===== config.mk =====
export PLATFORM = sky130hd
export DESIGN_NAME = ov5640_init_ctrl
export DESIGN_NICKNAME = d
export VERILOG_FILES = /design/src/rtl/ov5640_init_ctrl.sv
export SDC_FILE = /design/constraint.sdc
export NUM_CORES = 1
export LEC_CHECK = 0
export CAP_MARGIN = 40
export CORE_AREA = 2 2 86 88
export DETAILED_ROUTE_END_ITERATION = 7
export DIE_AREA = 0 0 88 90
export PLACE_DENSITY = 0.73
export RECOVER_POWER = 50
export REMOVE_ABC_BUFFERS = 1
export SLEW_MARGIN = 15
export SYNTH_ARGS = -nofsm -noshare
export SYNTH_HDL_FRONTEND = slang
export SYNTH_SLANG_ARGS = --single-unit

===== constraint.sdc =====
create_clock -name clk -period 4.8 [get_ports clk]
set_input_delay 1.2 -clock clk [delete_from_list [all_inputs] [get_ports clk]]
set_output_delay 1.2 -clock clk [all_outputs]
set_load 0.01 [all_outputs]

===== src/rtl/ov5640_init_ctrl.sv =====
// ov5640_init_ctrl: OV5640 power-on sequencer that streams a ROM register table to the SCCB master.
// Define OV5640_INIT_DELAY_EN to treat entries with reg_addr 16'hFFFF as reg_val-millisecond delays.
module ov5640_init_ctrl #(
   parameter int CLK_FREQ_HZ = 50_000_000,
   parameter int REG_NUM = 252,
   parameter int MAX_RETRY = 3
) (
   input  logic        clk,
   input  logic        rst_n,
   output logic        cam_pwdn,
   output logic        cam_rst_n,
   output logic [7:0]  rom_addr,
   input  logic [23:0] rom_data,
   output logic        sccb_valid,
   input  logic        sccb_ready,
   output logic [15:0] sccb_addr,
   output logic [7:0]  sccb_data,
   input  logic        sccb_done,
   input  logic        sccb_nack,
   output logic        init_done,
   output logic        init_err
);
   localparam logic [31:0] MS_CNT = 32'(CLK_FREQ_HZ / 1000);
   localparam int RW = $clog2(MAX_RETRY + 1);
   localparam logic [3:0] S_PWDN = 4'd0, S_RST = 4'd1, S_BOOT = 4'd2, S_FETCH = 4'd3, S_LOAD = 4'd4,
                          S_REQ = 4'd5, S_WAIT = 4'd6, S_DONE = 4'd7, S_ERR = 4'd8;
   logic [3:0] state, nxt;
   logic [31:0] cnt;
   logic [RW-1:0] retry;
   logic last;
   assign last = rom_addr == 8'(REG_NUM - 1);
`ifdef OV5640_INIT_DELAY_EN
   localparam logic [3:0] S_DLY = 4'd9;
   logic dly_end;
   // rom_addr was advanced on entry to S_DLY, so the next entry is already fetched when the delay ends
   assign dly_end = sccb_data == 8'd0 || cnt == MS_CNT * {24'd0, sccb_data} - 32'd1;
`endif
   always_comb begin
      nxt = state;
      case (state)
         S_PWDN:  nxt = cnt == MS_CNT - 32'd1 ? S_RST : S_PWDN;
         S_RST:   nxt = cnt == MS_CNT - 32'd1 ? S_BOOT : S_RST;
         S_BOOT:  nxt = cnt == 32'd20 * MS_CNT - 32'd1 ? S_FETCH : S_BOOT;
         S_FETCH: nxt = S_LOAD;
`ifdef OV5640_INIT_DELAY_EN
         S_LOAD:  nxt = rom_data[23:8] == 16'hFFFF ? S_DLY : S_REQ;
         S_DLY:   nxt = !dly_end ? S_DLY : rom_addr == 8'(REG_NUM) ? S_DONE : S_LOAD;
`else
         S_LOAD:  nxt = S_REQ;
`endif
         S_REQ:   nxt = sccb_ready ? S_WAIT : S_REQ;
         S_WAIT:  nxt = !sccb_done ? S_WAIT : !sccb_nack ? (last ? S_DONE : S_FETCH) :
                        retry < RW'(MAX_RETRY) ? S_REQ : S_ERR;
         default: nxt = state;
      endcase
   end
   always_ff @(posedge clk) begin
      if (!rst_n) begin
         state <= S_PWDN;
         cnt <= '0;
         retry <= '0;
         cam_pwdn <= 1'b1;
         cam_rst_n <= 1'b0;
         rom_addr <= '0;
         sccb_valid <= 1'b0;
         sccb_addr <= '0;
         sccb_data <= '0;
         init_done <= 1'b0;
         init_err <= 1'b0;
      end else begin
         state <= nxt;
         cnt <= nxt != state ? '0 : cnt + 32'd1;
         cam_pwdn <= nxt == S_PWDN;
         cam_rst_n <= nxt != S_PWDN && nxt != S_RST;
         sccb_valid <= nxt == S_REQ;
         init_done <= nxt == S_DONE;
         init_err <= nxt == S_ERR;
         if (state == S_LOAD) {sccb_addr, sccb_data} <= rom_data;
         if (state == S_WAIT && sccb_done && !sccb_nack) begin
            retry <= '0;
            rom_addr <= rom_addr + 8'd1;
         end
         if (state == S_WAIT && sccb_done && sccb_nack && retry < RW'(MAX_RETRY)) retry <= retry + 1'b1;
`ifdef OV5640_INIT_DELAY_EN
         if (state == S_LOAD && nxt == S_DLY) rom_addr <= rom_addr + 8'd1;
`endif
      end
   end
endmodule


Yosys cells after proc, flatten, opt, wreduce, memory -nomap -nowiden
Index checks and enable logic that the tools add are counted.
{"block": "op_classes", "n_addsub": 3, "n_lt_le_gt_ge": 1, "eq_ne": 14, "mux": 11, "bitwise_logic": 1, "n_reduce_logical": 11}
{"cell": "adder 32 x 1 -> 32 bit, second input constant", "count": 1}
{"cell": "equality test 32 x 16 -> 1 bit, second input constant", "count": 1}
{"cell": "equality test 32 x 20 -> 1 bit, second input constant", "count": 1}
{"cell": "case mux 4 bit (7 select lines)", "count": 1}
{"cell": "equality test 4 x 3 -> 1 bit, second input constant", "count": 5}
{"cell": "2-to-1 mux 4 bit", "count": 3}
{"cell": "adder 8 x 1 -> 8 bit, second input constant", "count": 1}
{"cell": "equality test 4 x 2 -> 1 bit, second input constant", "count": 2}
{"cell": "equality test 8 bit, second input constant", "count": 1}
{"cell": "logical NOT 4 bit", "count": 2}
{"cell": "2-to-1 mux 2 bit", "count": 4}
{"cell": "logical AND 1 bit", "count": 5}
{"cell": "equality test 4 x 1 -> 1 bit, second input constant", "count": 1}
{"cell": "equality test 4 bit, second input constant", "count": 1}
{"cell": "!= test 4 x 1 -> 1 bit, second input constant", "count": 1}
{"cell": "!= test 4 bit", "count": 1}
{"cell": "nonzero test 4 bit", "count": 1}
{"cell": "2-to-1 mux 3 bit", "count": 1}
{"cell": "adder 2 x 1 -> 2 bit, second input constant", "count": 1}
{"cell": "less-than comparator 2 bit, second input constant", "count": 1}
{"cell": "2-to-1 mux 1 bit", "count": 2}
{"cell": "nonzero test 2 bit", "count": 1}
{"cell": "OR reduction 2 bit", "count": 1}
{"cell": "logical NOT 1 bit", "count": 1}
{"cell": "NOT 1 bit", "count": 1}
{"block": "word_totals", "reg_bits": 75, "input_bits": 29, "wordCells": 52}

Depth between registers and ports, before layout
Gate-level depths: netlist (run 1).
{"block": "logic_depth", "depth_word": 7, "ltp_mapped": 8}

Worst setup path before layout (run 1)
Ideal clock, no wire load.
{"block": "synth_timing", "path_kind": "input port to flip-flop", "startpoint": "in sccb_done", "endpoint": "reg cnt[0]", "setup_time_ns": 0.124, "arrival_time_ns": 2.299, "required_time_ns": 4.676, "slack_ns": 2.377, "path_stages": 7, "cell_sequence": "buf_2 -> nand3_1 -> o211ai_1 -> a41oi_1 -> a221o_1 -> buf_6 -> a21oi_2"}
{"block": "synth_between", "elab_chain_cells": 4}
{"element": "start: declaration", "line": "18", "rtl": "input logic sccb_done,"}
{"element": "2-to-1 mux 4 bit", "line": "52", "rtl": "S_WAIT: nxt = !sccb_done ? S_WAIT : !sccb_nack ? (last ? S_DONE : S_FETCH) :"}
{"element": "case mux 4 bit (7 select lines)", "line": "40", "rtl": "case (state)"}
{"element": "!= test 4 bit", "line": "72", "rtl": "cnt <= nxt != state ? '0 : cnt + 32'd1;"}
{"element": "OR reduction 2 bit (no line)"}
{"element": "end signal: assignment", "line": "72"}
{"element": "end: declaration", "line": "28", "rtl": "logic [31:0] cnt;"}
Every way passes these cells.
A chain may end at the register's enable or synchronous reset.

Worst setup path after layout (run 1)
{"block": "layout_timing", "startpoint": "in rst_n", "endpoint": "reg cnt[1]"}
{"block": "layout_between", "elab_chain_cells": 2}
{"element": "start: declaration", "line": "9", "rtl": "input logic rst_n,"}
{"element": "NOT 1 bit (no line)"}
{"element": "OR reduction 2 bit (no line)"}
Every way passes these cells.

==> flow_summary.html, run 1 <==
<table>
<tr><th>Metric</th><th>Value</th></tr>
<tr><th colspan="2">Setup path</th></tr>
<tr><td>Highest net fanout along the worst path</td><td>38</td></tr>
<tr><td>Crit-path slowest cell</td><td>sky130_fd_sc_hd__clkbuf_1</td></tr>
<tr><td>Cell family with most CP delay</td><td>buffers and inverters</td></tr>
<tr><td>Required arrival time at the worst endpoint</td><td>around 5 ns</td></tr>
<tr><td>Critical path, cell by cell</td><td>dlygate4sd3_1, inv_1, clkbuf_1, nor2_1, nand4_1, buf_4, a21boi_0</td></tr>
<tr><td>Crit path launch type</td><td>input port</td></tr>
<tr><td>Setup CP Type</td><td>input port to flip-flop</td></tr>
<tr><td>CP Data Arrival Time</td><td>about 3.9 ns</td></tr>
<tr><td>Endpoint type of the worst setup path</td><td>flip-flop</td></tr>
<tr><td>Buffering stage count on the worst path with inverters included</td><td>4</td></tr>
<tr><td>Worst stage delay on the critical path</td><td>around 1.2 ns</td></tr>
<tr><th colspan="2">Clocking</th></tr>
<tr><td>Clock-pin slew on the worst setup and hold paths</td><td>0.08 ns</td></tr>
<tr><td>Clock insertion delay at the later pin of the skew report</td><td>between 0.3 and 0.4 ns</td></tr>
<tr><td>Depth of the CTS H-tree</td><td>3</td></tr>
<tr><td>Total of cells resized after clock tree synthesis</td><td>0</td></tr>
<tr><td>CTS tree</td><td>built</td></tr>
<tr><td>Clk Tree Root Cell</td><td>sky130_fd_sc_hd__clkbuf_8</td></tr>
<tr><td>Post-CTS setup repair buffer count</td><td>0</td></tr>
<tr><td>Clk buf depth</td><td>2</td></tr>
<tr><td>CTS hold repair buffers</td><td>0</td></tr>
<tr><td>CTS Buf Count</td><td>9</td></tr>
<tr><td>CTS sink count</td><td>between 70 and 80</td></tr>
<tr><th colspan="2">Floorplan</th></tr>
<tr><td>Die Outline Area</td><td>7920 um2</td></tr>
<tr><td>Site row count</td><td>31</td></tr>
<tr><td>Placeable Area</td><td>roughly 7000 um2</td></tr>
<tr><td>Horizontal die dimension</td><td>around 88 um</td></tr>
<tr><td>Die Height</td><td>90 um</td></tr>
<tr><td>Top-level port count</td><td>66</td></tr>
<tr><td>Starting density of the core</td><td>between 40% and 50%</td></tr>
<tr><th colspan="2">Cells and area</th></tr>
<tr><td>N_diodes</td><td>0</td></tr>
<tr><td>NumNets Final</td><td>just under 500</td></tr>
<tr><td>Number of standard cells in the final layout excluding fillers</td><td>562</td></tr>
<tr><td>Filler cell count in the final layout</td><td>643</td></tr>
<tr><td>Share of final-layout standard cells stronger than drive strength 1</td><td>between 10% and 20%</td></tr>
<tr><td>Area overhead of the layout relative to synthesis</td><td>25.75%</td></tr>
<tr><th colspan="2">Pwr</th></tr>
<tr><td>Sw power</td><td>257.5 uW</td></tr>
<tr><td>Worst IR drop on VDD</td><td>between 0.0001 and 0.00015 V</td></tr>
<tr><td>Proportion of total power due to net switching</td><td>23.24%</td></tr>
<tr><td>Total power draw</td><td>about 1100 uW</td></tr>
<tr><td>Clock share of power</td><td>roughly two fifths</td></tr>
<tr><td>Leakage power summed over all cells</td><td>about 0.0014 uW</td></tr>
<tr><td>Pwr Density</td><td>between 200 and 300 nW/um2</td></tr>
<tr><td>Design internal power</td><td>about 850 uW</td></tr>
<tr><td>Logic pwr share</td><td>3.8%</td></tr>
<tr><td>Share of power burned in registers</td><td>a little under three fifths</td></tr>
<tr><th colspan="2">Placed design</th></tr>
<tr><td>Post-DP HPWL</td><td>5085 um</td></tr>
<tr><td>Number of cells after detailed placement</td><td>around 550</td></tr>
<tr><td>IO Port Bufs</td><td>65</td></tr>
<tr><td>Final weighted congestion in routability-driven placement</td><td>approximately 0.83</td></tr>
<tr><td>Worst slack at placement</td><td>1.146 ns</td></tr>
<tr><th colspan="2">Timing</th></tr>
<tr><td>Setup ws final</td><td>1.084 ns</td></tr>
<tr><td>Final critical delay including setup and external delays</td><td>between 3 and 4 ns</td></tr>
<tr><td>Number of failing hold endpoints at the final stage</td><td>0</td></tr>
<tr><td>Number of max-slew violations in the final report</td><td>39</td></tr>
<tr><td>Relative slew slack</td><td>-10.01%</td></tr>
<tr><td>Worst Max-Slew Pin Slew</td><td>roughly 1.7 ns</td></tr>
<tr><td>Worst setup skew after layout</td><td>about 0.015 ns</td></tr>
<tr><td>Part of the cycle the worst path needs</td><td>77.42%</td></tr>
<tr><td>Achievable frequency</td><td>between 0.2 and 0.3 GHz</td></tr>
<tr><td>Final setup fails</td><td>0</td></tr>
<tr><td>RSZ-0062 raised after global routing</td><td>no</td></tr>
<tr><td>Setup TNS</td><td>0 ns</td></tr>
<tr><th colspan="2">Routing</th></tr>
<tr><td>Antenna Violating Nets Remaining</td><td>0</td></tr>
<tr><td>Routed length per placed instance</td><td>13.33 um</td></tr>
<tr><td>Per-cell via count in the routed design</td><td>5.292</td></tr>
<tr><td>Post-Route WL</td><td>roughly 7500 um</td></tr>
<tr><td>Residual DRC count</td><td>0</td></tr>
<tr><td>First-pass iteration count of the detailed router</td><td>4</td></tr>
<tr><td>Drt initial violations</td><td>between 150 and 200</td></tr>
<tr><td>Total vias in the final route</td><td>2,974</td></tr>
<tr><th colspan="2">Global route</th></tr>
<tr><td>All-layer global routing usage</td><td>20.61%</td></tr>
<tr><td>Largest net degree at the start of global routing</td><td>39</td></tr>
<tr><td>Aggregate global routing overflow</td><td>0</td></tr>
<tr><td>Busiest layer in global routing</td><td>met2</td></tr>
<tr><td>Wire length of the first global-routing pass</td><td>12,970 um</td></tr>
<tr><td>Vias in the first global route</td><td>around 2,800</td></tr>
<tr><td>Met2 usage</td><td>32.13%</td></tr>
<tr><td>Initial antenna violation count</td><td>0</td></tr>
<tr><td>Met3 layer usage reported by global route</td><td>approximately 4.3%</td></tr>
<tr><td>Fraction of met1 tracks used by global routing</td><td>between 20% and 30%</td></tr>
<tr><th colspan="2">Synthesis</th></tr>
<tr><td>Synth Cell Area</td><td>between 3000 and 4000 um2</td></tr>
<tr><td>Yosys top cell area share</td><td>between 40% and 50%</td></tr>
<tr><td>Post-synthesis cell type count</td><td>46</td></tr>
<tr><td>Count of flip-flops with a built-in enable after synthesis</td><td>0</td></tr>
<tr><td>Post-Synthesis Cells</td><td>~400</td></tr>
<tr><td>Sequential cell area fraction in the yosys report</td><td>between 40 and 50%</td></tr>
<tr><td>Proportion of synthesized flip-flops having asynchronous set or reset</td><td>0%</td></tr>
<tr><td>Primary FF master, synth</td><td>sky130_fd_sc_hd__dfxtp_1</td></tr>
<tr><td>Cell taking the most area after synthesis</td><td>sky130_fd_sc_hd__dfxtp_1</td></tr>
<tr><td>Avg Inst Size Synth</td><td>~8.5 um2</td></tr>
<tr><td>Cell types occupying the most area after synthesis</td><td>sky130_fd_sc_hd__dfxtp_1 (44%), sky130_fd_sc_hd__nand2_1 (8.3%), sky130_fd_sc_hd__a21oi_2 (7.7%)</td></tr>
<tr><td>#FFs+latches synth</td><td>75</td></tr>
<tr><td>Number of warnings printed during yosys synthesis</td><td>0</td></tr>
<tr><th colspan="2">Run</th></tr>
<tr><td>Max-Cap Viols</td><td>1</td></tr>
<tr><th colspan="2">Min path</th></tr>
<tr><td>Class of the most critical hold timing path</td><td>flip-flop to flip-flop</td></tr>
<tr><th colspan="2">Run status</th></tr>
<tr><td>Violated checks</td><td>capacitance limit, slew limit</td></tr>
<tr><td>Status</td><td>finished, violations left</td></tr>
</table>
## through the flow
step	area [um2]	hold WS (ns)	utilization [%]
4_1_cts	4280	0.4569	60.97
3_3_place_gp	4103	0.4414	58.44
2_1_floorplan	3292	0.4411	-
5_1_grt	4277	0.4702	60.92
3_5_place_dp	4103	0.4459	58.44
6_report	4277	0.4508	60.92
## synth_stat cells (2+ instances only)
master,n
sky130_fd_sc_hd__a21oi_2,30
sky130_fd_sc_hd__xor2_1,14
sky130_fd_sc_hd__ha_1,3
sky130_fd_sc_hd__buf_2,6
sky130_fd_sc_hd__buf_6,3
sky130_fd_sc_hd__dfxtp_1,75
sky130_fd_sc_hd__nor3_1,8
sky130_fd_sc_hd__nor4_1,4
sky130_fd_sc_hd__and3_1,8
sky130_fd_sc_hd__and4_1,2
sky130_fd_sc_hd__clkbuf_1,12
sky130_fd_sc_hd__xnor2_1,21
sky130_fd_sc_hd__inv_1,8
sky130_fd_sc_hd__nor4b_1,4
sky130_fd_sc_hd__nand4_1,14
sky130_fd_sc_hd__a21oi_1,31
sky130_fd_sc_hd__a22oi_1,3
sky130_fd_sc_hd__nor2_1,29
sky130_fd_sc_hd__nand2_1,75
sky130_fd_sc_hd__nand3_1,16
sky130_fd_sc_hd__o21ai_0,5
sky130_fd_sc_hd__or3_1,4
## power groups by stage
stage                     logic (uW)  clock network [uW]  registers (uW)
after global routing            45.1                 479             626
after floorplan                 13.1                   0             640
after global placement          42.3                   0             640
final                           41.9                 440             626
after CTS                       42.9                 455             626
after detailed placement        42.6                   0             641
## cells by family after synthesis
group / Yosys count / share of synthesized area [%]
adder cells (fa/ha/maj): 3 / 1.104
XOR/XNOR: 35 / 9.014
multiplexers: 1 / 0.2943
AND/OR/NAND/NOR: 176 / 25.24
flip-flops: 75 / 44.15
buffers and inverters: 29 / 4.084
AO/OA/AOI/OAI: 80 / 16.12
## final timing paths
kind	slack, ns	to	cells past startpoint	startpoint
worst min-delay path	0.45	sccb_addr[6]$_SDFFE_PN0N_	2	sccb_addr[6]$_SDFFE_PN0N_
worst max-delay path	1.08	cnt[1]$_SDFF_PP0_	7	rst_n
worst max register to register	1.99	cnt[30]$_SDFF_PP0_	8	cnt[0]$_SDFF_PP0_
worst min register to register	0.45	sccb_addr[6]$_SDFFE_PN0N_	2	sccb_addr[6]$_SDFFE_PN0N_
## flip-flops by register name (all words and copies together) (netlist names)
signal,cells
init_done,1
retry,2
sccb_valid,1
sccb_data,8
state,4
cnt,32
cam_pwdn,1
sccb_addr,16
cam_rst_n,1
init_err,1
rom_addr,8
## layout make-up
type / instances / area (um2) / share of cell area [%]
Timing Repair Buffer: 69 / 676.9 / 15.83
Multi-Input combinational cell: 295 / 1767 / 41.31
Tap cell: 99 / 123.9 / 2.896
Sequential cell: 75 / 1501 / 35.11
Clock buffer: 11 / 141.4 / 3.306
Clock inverter: 5 / 36.28 / 0.8484
Inverter: 8 / 30.03 / 0.7022
## layer usage
layer  part of all wire (%)  up-vias
met5                      0        -
met4                    2.9        0
met3                    3.5       18
met2                     48       69
met1                     45     1395
li1                       -     1492
## layout by cell type (no fill, tap or decap), types with 2 or more instances in the layout
cell and n:
sky130_fd_sc_hd__nand2_1 75, sky130_fd_sc_hd__dfxtp_1 75, sky130_fd_sc_hd__clkdlybuf4s50_1 44, sky130_fd_sc_hd__a21oi_1 31, sky130_fd_sc_hd__a21oi_2 30, sky130_fd_sc_hd__nor2_1 29, sky130_fd_sc_hd__xnor2_1 21, sky130_fd_sc_hd__dlygate4sd3_1 21
sky130_fd_sc_hd__nand3_1 16, sky130_fd_sc_hd__nand4_1 14, sky130_fd_sc_hd__xor2_1 14, sky130_fd_sc_hd__clkbuf_8 10, sky130_fd_sc_hd__inv_1 8, sky130_fd_sc_hd__and3_1 8, sky130_fd_sc_hd__nor3_1 7, sky130_fd_sc_hd__o21ai_0 5
sky130_fd_sc_hd__nor4b_1 4, sky130_fd_sc_hd__nor4_1 4, sky130_fd_sc_hd__or3_1 4, sky130_fd_sc_hd__a22oi_1 3, sky130_fd_sc_hd__ha_1 3, sky130_fd_sc_hd__clkinvlp_4 3, sky130_fd_sc_hd__buf_4 3, sky130_fd_sc_hd__and4_1 2
sky130_fd_sc_hd__clkbuf_1 2
## worst min-delay path, cell delays in order (launching register included)
cell	delay, ns
sky130_fd_sc_hd__dfxtp_1	0.31
sky130_fd_sc_hd__nand2_1	0.05
sky130_fd_sc_hd__a21oi_1	0.05
(Power assumes the default switching activity.)
==> inputs of run 2 (changes only) <==
--- a/config.mk
+++ b/config.mk
@@ -6,10 +6,10 @@
 export NUM_CORES = 1
 export LEC_CHECK = 0
 export CAP_MARGIN = 40
-export CORE_AREA = 2 2 86 88
+export CORE_AREA = 2 2 89 91
 export DETAILED_ROUTE_END_ITERATION = 7
-export DIE_AREA = 0 0 88 90
-export PLACE_DENSITY = 0.73
+export DIE_AREA = 0 0 91 93
+export PLACE_DENSITY = 0.71
 export RECOVER_POWER = 50
 export REMOVE_ABC_BUFFERS = 1
 export SLEW_MARGIN = 15
==> constraint.sdc (replaced) <==
create_clock -name clk -period 3.2 [get_ports clk]
set_input_delay 0.8 -clock clk [delete_from_list [all_inputs] [get_ports clk]]
set_output_delay 0.8 -clock clk [all_outputs]
set_load 0.01 [all_outputs]
==> run 2 against run 1 <==
Compared with the run above: the flow now finishes without violations; non-clock buffer count grew 1; global-route usage shrank 2.3 points; clock skew down 0.0036 ns; combinational power up 57%; total power grew 71%; routed wire length fell by 1.6%; sequential power grew 50%; final cell count grew 0.71%; via count down 2.8%; die area rose by 6.9%; design area increased by 2.6%; hold slack better by 0.0032 ns; critical path type unchanged.
==> flow_summary.html, run 2 (synthesized netlist as in run 1, its figures left out) <==
<table>
<tr><th>Metric</th><th>Value</th></tr>
<tr><th colspan="2">Setup path</th></tr>
<tr><td>CP Data Arrival Time</td><td>2.91 ns (was 3.93 ns)</td></tr>
<tr><td>Worst stage delay on the critical path</td><td>0.65 ns (was 1.19 ns)</td></tr>
<tr><td>Cell family with most CP delay</td><td>buffers and inverters (unchanged)</td></tr>
<tr><td>Highest net fanout along the worst path</td><td>27 (was 38)</td></tr>
<tr><td>Critical path, cell by cell</td><td>dlygate4sd3_1, nand2_1, nand3_1, o211ai_1, a41oi_1, nand4_1, buf_12, a21oi_2 (was dlygate4sd3_1, inv_1, clkbuf_1, nor2_1, nand4_1, buf_4, a21boi_0)</td></tr>
<tr><td>Required arrival time at the worst endpoint</td><td>3.48 ns (was 5.01 ns)</td></tr>
<tr><td>Crit path launch type</td><td>input port (unchanged)</td></tr>
<tr><td>Buffering stage count on the worst path with inverters included</td><td>2 (was 4)</td></tr>
<tr><td>Setup CP Type</td><td>input port to flip-flop (unchanged)</td></tr>
<tr><td>Endpoint type of the worst setup path</td><td>flip-flop (unchanged)</td></tr>
<tr><td>Crit-path slowest cell</td><td>sky130_fd_sc_hd__dlygate4sd3_1 (was sky130_fd_sc_hd__clkbuf_1)</td></tr>
<tr><th colspan="2">Floorplan</th></tr>
<tr><td>Starting density of the core</td><td>45.18% (was 48.44%)</td></tr>
<tr><td>Site row count</td><td>32 (was 31)</td></tr>
<tr><td>Top-level port count</td><td>66 (unchanged)</td></tr>
<tr><td>Die Height</td><td>93 um (was 90 um)</td></tr>
<tr><td>Horizontal die dimension</td><td>91 um (was 88 um)</td></tr>
<tr><td>Die Outline Area</td><td>8463 um2 (was 7920 um2)</td></tr>
<tr><td>Placeable Area</td><td>7527 um2 (was 7020 um2)</td></tr>
<tr><th colspan="2">Routing</th></tr>
<tr><td>Total vias in the final route</td><td>2,890 (was 2,974)</td></tr>
<tr><td>Routed length per placed instance</td><td>13.02 um (was 13.33 um)</td></tr>
<tr><td>Antenna Violating Nets Remaining</td><td>0 (unchanged)</td></tr>
<tr><td>Per-cell via count in the routed design</td><td>5.106 (was 5.292)</td></tr>
<tr><td>First-pass iteration count of the detailed router</td><td>4 (unchanged)</td></tr>
<tr><td>Post-Route WL</td><td>7372 um (was 7494 um)</td></tr>
<tr><td>Drt initial violations</td><td>118 (was 168)</td></tr>
<tr><td>Residual DRC count</td><td>0 (unchanged)</td></tr>
<tr><th colspan="2">Placed design</th></tr>
<tr><td>Post-DP HPWL</td><td>5215 um (was 5085 um)</td></tr>
<tr><td>IO Port Bufs</td><td>65 (unchanged)</td></tr>
<tr><td>Final weighted congestion in routability-driven placement</td><td>0.7845 (was 0.8281)</td></tr>
<tr><th colspan="2">Timing</th></tr>
<tr><td>RSZ-0062 raised after global routing</td><td>no (unchanged)</td></tr>
<tr><td>Number of max-slew violations in the final report</td><td>0 (was 39)</td></tr>
<tr><td>Worst Max-Slew Pin Slew</td><td>0.8446 ns (was 1.650 ns)</td></tr>
<tr><td>Achievable frequency</td><td>0.3803 GHz</td></tr>
<tr><td>Final critical delay including setup and external delays</td><td>~2.6 ns</td></tr>
<tr><td>Number of failing hold endpoints at the final stage</td><td>0 (unchanged)</td></tr>
<tr><td>Relative slew slack</td><td>43.69% (was -10.01%)</td></tr>
<tr><td>Final setup fails</td><td>0 (unchanged)</td></tr>
<tr><td>Part of the cycle the worst path needs</td><td>around 82%</td></tr>
<tr><td>Setup TNS</td><td>0 ns (unchanged)</td></tr>
<tr><td>Worst setup skew after layout</td><td>0.01133 ns (was 0.01495 ns)</td></tr>
<tr><th colspan="2">Cells and area</th></tr>
<tr><td>Leading cell types in the layout, fill and taps excluded</td><td>sky130_fd_sc_hd__nand2_1 (75), sky130_fd_sc_hd__dfxtp_1 (75), sky130_fd_sc_hd__clkdlybuf4s50_1 (42) (was sky130_fd_sc_hd__nand2_1 (75), sky130_fd_sc_hd__dfxtp_1 (75), sky130_fd_sc_hd__clkdlybuf4s50_1 (44))</td></tr>
<tr><td>Filler cell count in the final layout</td><td>705 (was 643)</td></tr>
<tr><td>N_diodes</td><td>0 (unchanged)</td></tr>
<tr><td>Biggest register</td><td>cnt (unchanged)</td></tr>
<tr><td>Area overhead of the layout relative to synthesis</td><td>29.03% (was 25.75%)</td></tr>
<tr><td>Final core utilization</td><td>58.29% (was 60.92%)</td></tr>
<tr><td>Share of final-layout standard cells stronger than drive strength 1</td><td>12.28% (was 11.66%)</td></tr>
<tr><td>Area used by sequential logic in the layout</td><td>1501 um2 (unchanged)</td></tr>
<tr><td>NumNets Final</td><td>491 (was 490)</td></tr>
<tr><td>Regs by FF count</td><td>cnt: 32 flops, sccb_addr: 16 flops (unchanged)</td></tr>
<tr><td>Area of the multi-input gates</td><td>1767 um2 (unchanged)</td></tr>
<tr><td>Flip-flop count of the largest register, all copies and words added</td><td>32 (unchanged)</td></tr>
<tr><th colspan="2">Clocking</th></tr>
<tr><td>CTS sink count</td><td>75 (unchanged)</td></tr>
<tr><td>Total of cells resized after clock tree synthesis</td><td>0 (unchanged)</td></tr>
<tr><td>Clock-pin slew on the worst setup and hold paths</td><td>0.08 ns (about the same)</td></tr>
<tr><td>Depth of the CTS H-tree</td><td>3 (unchanged)</td></tr>
<tr><td>CTS hold repair buffers</td><td>0 (unchanged)</td></tr>
<tr><td>Clk buf depth</td><td>2 (unchanged)</td></tr>
<tr><td>CTS Buf Count</td><td>9 (unchanged)</td></tr>
<tr><td>Clock insertion delay at the later pin of the skew report</td><td>0.35 ns (about the same)</td></tr>
<tr><td>Clk Tree Root Cell</td><td>sky130_fd_sc_hd__clkbuf_8 (unchanged)</td></tr>
<tr><td>CTS tree</td><td>built (unchanged)</td></tr>
<tr><td>Post-CTS setup repair buffer count</td><td>0 (unchanged)</td></tr>
<tr><th colspan="2">Global route</th></tr>
<tr><td>Met2 usage</td><td>29.69% (was 32.13%)</td></tr>
<tr><td>Largest net degree at the start of global routing</td><td>38 (was 39)</td></tr>
<tr><td>Vias in the first global route</td><td>2,694 (was 2,799)</td></tr>
<tr><td>Met3 layer usage reported by global route</td><td>3.384% (was 4.316%)</td></tr>
<tr><td>Busiest layer in global routing</td><td>met2 (unchanged)</td></tr>
<tr><td>Aggregate global routing overflow</td><td>0 (unchanged)</td></tr>
<tr><td>All-layer global routing usage</td><td>18.33% (was 20.61%)</td></tr>
<tr><td>Wire length of the first global-routing pass</td><td>12,560 um (was 12,970 um)</td></tr>
<tr><td>Fraction of met1 tracks used by global routing</td><td>23.82% (was 26.44%)</td></tr>
<tr><td>Initial antenna violation count</td><td>0 (unchanged)</td></tr>
<tr><th colspan="2">Min path</th></tr>
<tr><td>Class of the most critical hold timing path</td><td>flip-flop to flip-flop (unchanged)</td></tr>
<tr><th colspan="2">Pwr</th></tr>
<tr><td>Share of power burned in registers</td><td>49.5% (was 56.5%)</td></tr>
<tr><td>Design internal power</td><td>1498 uW (was 850.4 uW)</td></tr>
<tr><td>Sw power</td><td>397.8 uW (was 257.5 uW)</td></tr>
<tr><td>Pwr Density</td><td>432.0 nW/um2 (was 259.1 nW/um2)</td></tr>
<tr><td>Logic pwr share</td><td>3.5% (was 3.8%)</td></tr>
<tr><td>Clock share of power</td><td>47.0% (was 39.7%)</td></tr>
<tr><td>Total power draw</td><td>1896 uW (was 1108 uW)</td></tr>
<tr><td>Proportion of total power due to net switching</td><td>20.98% (was 23.24%)</td></tr>
<tr><td>Worst IR drop on VDD</td><td>0.0003232 V (was 0.0001188 V)</td></tr>
<tr><td>Leakage power summed over all cells</td><td>0.001458 uW (was 0.001389 uW)</td></tr>
<tr><th colspan="2">Run status</th></tr>
<tr><td>Status</td><td>finished clean (was finished, violations left)</td></tr>
<tr><th colspan="2">Run</th></tr>
<tr><td>Max-Cap Viols</td><td>0 (was 1)</td></tr>
</table>
==> run 2: changes by cell type in the layout (fill, tap and decap cells not counted), moves of 2 or more <==
cell | previous run | this run
sky130_fd_sc_hd__clkdlybuf4s50_1 | 44 | 42
sky130_fd_sc_hd__bufinv_16 | 0 | 3
sky130_fd_sc_hd__buf_12 | 0 | 2
sky130_fd_sc_hd__clkinvlp_4 | 3 | 0
sky130_fd_sc_hd__clkinv_4 | 0 | 3
sky130_fd_sc_hd__dlygate4sd3_1 | 21 | 23
sky130_fd_sc_hd__clkbuf_1 | 2 | 0
==> run 2: path summary, 6_finish.rpt <==
check	from	end	slack, ns	cells past startpoint
setup reg to reg	cnt[0]$_SDFF_PP0_	cnt[21]$_SDFF_PP0_	0.67	8
hold reg to reg	sccb_addr[6]$_SDFFE_PN0N_	sccb_addr[6]$_SDFFE_PN0N_	0.45	2
hold / removal	sccb_addr[6]$_SDFFE_PN0N_	sccb_addr[6]$_SDFFE_PN0N_	0.45	2
setup / recovery	sccb_nack	cnt[21]$_SDFF_PP0_	0.57	8
==> run 2: layer usage <==
layer  part of all wire (%)  vias to the layer above
li1                       -                     1500
met1                     47                     1316
met2                     47                       61
met3                    3.5                       13
met4                    2.6                        0
met5                      0                        -
==> run 2: power groups by stage <==
stage / clock network, uW / registers (uW) / logic, uW
2_1_floorplan: 0 / 960 / 19.7
5_1_grt: 952 / 940 / 71.5
6_report: 891 / 939 / 65.6
4_1_cts: 913 / 939 / 67.0
3_3_place_gp: 0 / 961 / 65.9
3_5_place_dp: 0 / 961 / 66.6
==> run 2: final cells by class <==
type	instances	area share [%]
Multi-Input combinational cell	295	40.26
Clock inverter	7	2.851
Sequential cell	75	34.22
Inverter	8	0.6843
Clock buffer	9	2.823
Timing Repair Buffer	70	16.25
Tap cell	102	2.908
==> run 2: stage by stage <==
stage / hold WS [ns] / instances / cell area, um2 / worst slack (ns)
2_1_floorplan: 0.4411 / 378 / 3292 / -0.0003979
3_3_place_gp: 0.4412 / 550 / 4139 / 0.4431
3_5_place_dp: 0.4459 / 550 / 4139 / 0.2785
4_1_cts: 0.4573 / 566 / 4388 / 0.6512
5_1_grt: 0.4699 / 566 / 4388 / 0.3896
6_report: 0.4540 / 566 / 4388 / 0.5708
==> run 2: worst register-to-register path, stage by stage (launching register included) <==
cell and delay [ns]:
sky130_fd_sc_hd__dfxtp_1 0.41, sky130_fd_sc_hd__ha_1 0.22, sky130_fd_sc_hd__and3_1 0.23, sky130_fd_sc_hd__nand4_1 0.20
sky130_fd_sc_hd__o31a_1 0.35, sky130_fd_sc_hd__o21ai_1 0.24, sky130_fd_sc_hd__nand4_1 0.37, sky130_fd_sc_hd__buf_12 0.32
sky130_fd_sc_hd__a21oi_2 0.13
==> RTL edit: new RTL, settings of run 1 <==
The parameter `MAX_RETRY` goes from 3 to 5.
--- a/src/rtl/ov5640_init_ctrl.sv
+++ b/src/rtl/ov5640_init_ctrl.sv
@@ -3,7 +3,7 @@
 module ov5640_init_ctrl #(
    parameter int CLK_FREQ_HZ = 50_000_000,
    parameter int REG_NUM = 252,
-   parameter int MAX_RETRY = 3
+   parameter int MAX_RETRY = 5
 ) (
    input  logic        clk,
    input  logic        rst_n,
Function: same outputs for any inputs over 10 cycles, from zero or initial values and one cycle with rst_n low; that may be too few to reach the edited logic, so the function may still have changed.
==> RTL edit against run 1 <==
Final area increased by 1.2%. Total power increased by 5.1%. Routed wire length increased by 1.9%. Area after synthesis increased by 1.4%. Setup slack improved by 350 ps. Core utilization increased by 0.71 points. Clock power increased by 11%. Sequential cell count increased by 1. Worst hold slack about the same. Critical path type unchanged. Largest cell class unchanged.
==> RTL edit: results <==
{
  "final_layout_size_suffix_gt1_frac": 0.0661,
  "dr_wl_met3_microns": 251,
  "wirelength_microns": 7630,
  "vias_per_cell": 5.33,
  "route.met2.wl_microns": 3630,
  "first_iter_violations": 178,
  "ys.flop_type": "dfxtp_1",
  "antenna_found_initial": 0,
  "synthArstFlopShare": 0,
  "holdCritPathClass": "flop to flop",
  "outcome": "complete, no violations",
  "critPathTopFamily": "compound AO/OA/AOI/OAI gates",
  "cts_buffers": 9,
  "fillers": 620,
  "ys_seq_area_frac": 0.441,
  "diodes": 0,
  "dp_slack_ps": 1170,
  "clock_skew_ps": 10.1,
  "layout.nets": 496,
  "cp_max_fo": 20,
  "syn_inst": 407,
  "use_met3": 0.0450,
  "use_met1": 0.270,
  "grt_pass1_vias": 2841,
  "grt_max_degree": 38,
  "reg.largest.list": "cnt (32), sccb_addr (16)",
  "routedLengthMet1_microns": 3610,
  "gr-usage-met2": 0.323,
  "dp_cells": 552,
  "yosys-top-cells-count": "76 x dfxtp_1, 67 x nand2_1, 65 x a21oi_1",
  "critPathMaxStageDelay_ps": 730,
  "num_vias": 3026,
  "place_congestion": 0.849,
  "cts.htree.levels": 3,
  "post_cts_resize_count": 0,
  "place_area_sq_um": 4130,
  "cp_data_arrival_time_ps": 3650,
  "grt.total_usage": 0.205,
  "p_leak_nw": 1.53,
  "max_cap_violations": 0,
  "synth_cell_types": 47,
  "critPathSlowestCell": "dlygate4sd3_1",
  "clk_pin_slew_ps": 80,
  "vdd_drop_max_mv": 0.184,
  "slew_headroom": 0.242,
  "yosysWarningCount": 0,
  "portBuffers": 65,
  "place_hpwl_microns": 5380,
  "grt_pass1_wl_microns": 13100,
  "ys_top_cells_by_area": "dfxtp_1 44%, a21oi_1 9.4%, nand2_1 7.3%"
}
==> RTL edit: changes by cell type in the layout (fill, tap and decap cells not counted), sizes merged, moves of 5 or more <==
cell           delta
nand2b            +5
xnor2             -9
xor2              +9
nand2             -8
clkdlybuf4s50     -6
o21ai             +5
dlygate4sd3       +6
nor2             -14
==> RTL edit: power by group <==
part | switching (mW) | internal [mW] | total, mW
clock | 0.235 | 0.253 | 0.488
sequential | 0.00269 | 0.632 | 0.635
combinational | 0.0168 | 0.0247 | 0.0416
total | 0.254 | 0.910 | 1.16
==> RTL edit: worst paths after layout <==
path	startpoint	end	slack [ps]
max	sccb_nack	cnt[9]$_SDFF_PP0_	1430
min	sccb_addr[9]$_SDFFE_PN0N_	sccb_addr[9]$_SDFFE_PN0N_	450
max reg2reg	cnt[0]$_SDFF_PP0_	cnt[31]$_SDFF_PP0_	1950
min reg2reg	sccb_addr[9]$_SDFFE_PN0N_	sccb_addr[9]$_SDFFE_PN0N_	450
==> RTL edit: area by class of cell <==
cell class | instances | area, sq um | share of cell area
multi-input combinational | 303 | 1780 | 0.411
tap | 99 | 124 | 0.0286
inverter | 6 | 22.5 | 0.00521
clock buffer | 10 | 138 | 0.0318
sequential | 76 | 1520 | 0.352
clock inverter | 6 | 63.8 | 0.0147
timing repair buffer | 68 | 681 | 0.157
==> RTL edit: cells by family after synthesis <==
family                   synth area share
AND/OR/NAND/NOR                     0.254
AO/OA/AOI/OAI                       0.154
flip-flops                          0.441
adder cells (fa/ha/maj)            0.0109
XOR/XNOR                           0.0889
multiplexers                      0.00617
buffers and inverters              0.0453
==> RTL edit: worst register-to-register path, cell delays in order (launching register included) <==
cell      delay [ps]
dfxtp_1          430
ha_1             260
and3_1           250
nand4_1          180
nor4_1           340
mux2_2           390
o21bai_2         440
buf_4            340
a21oi_1          100
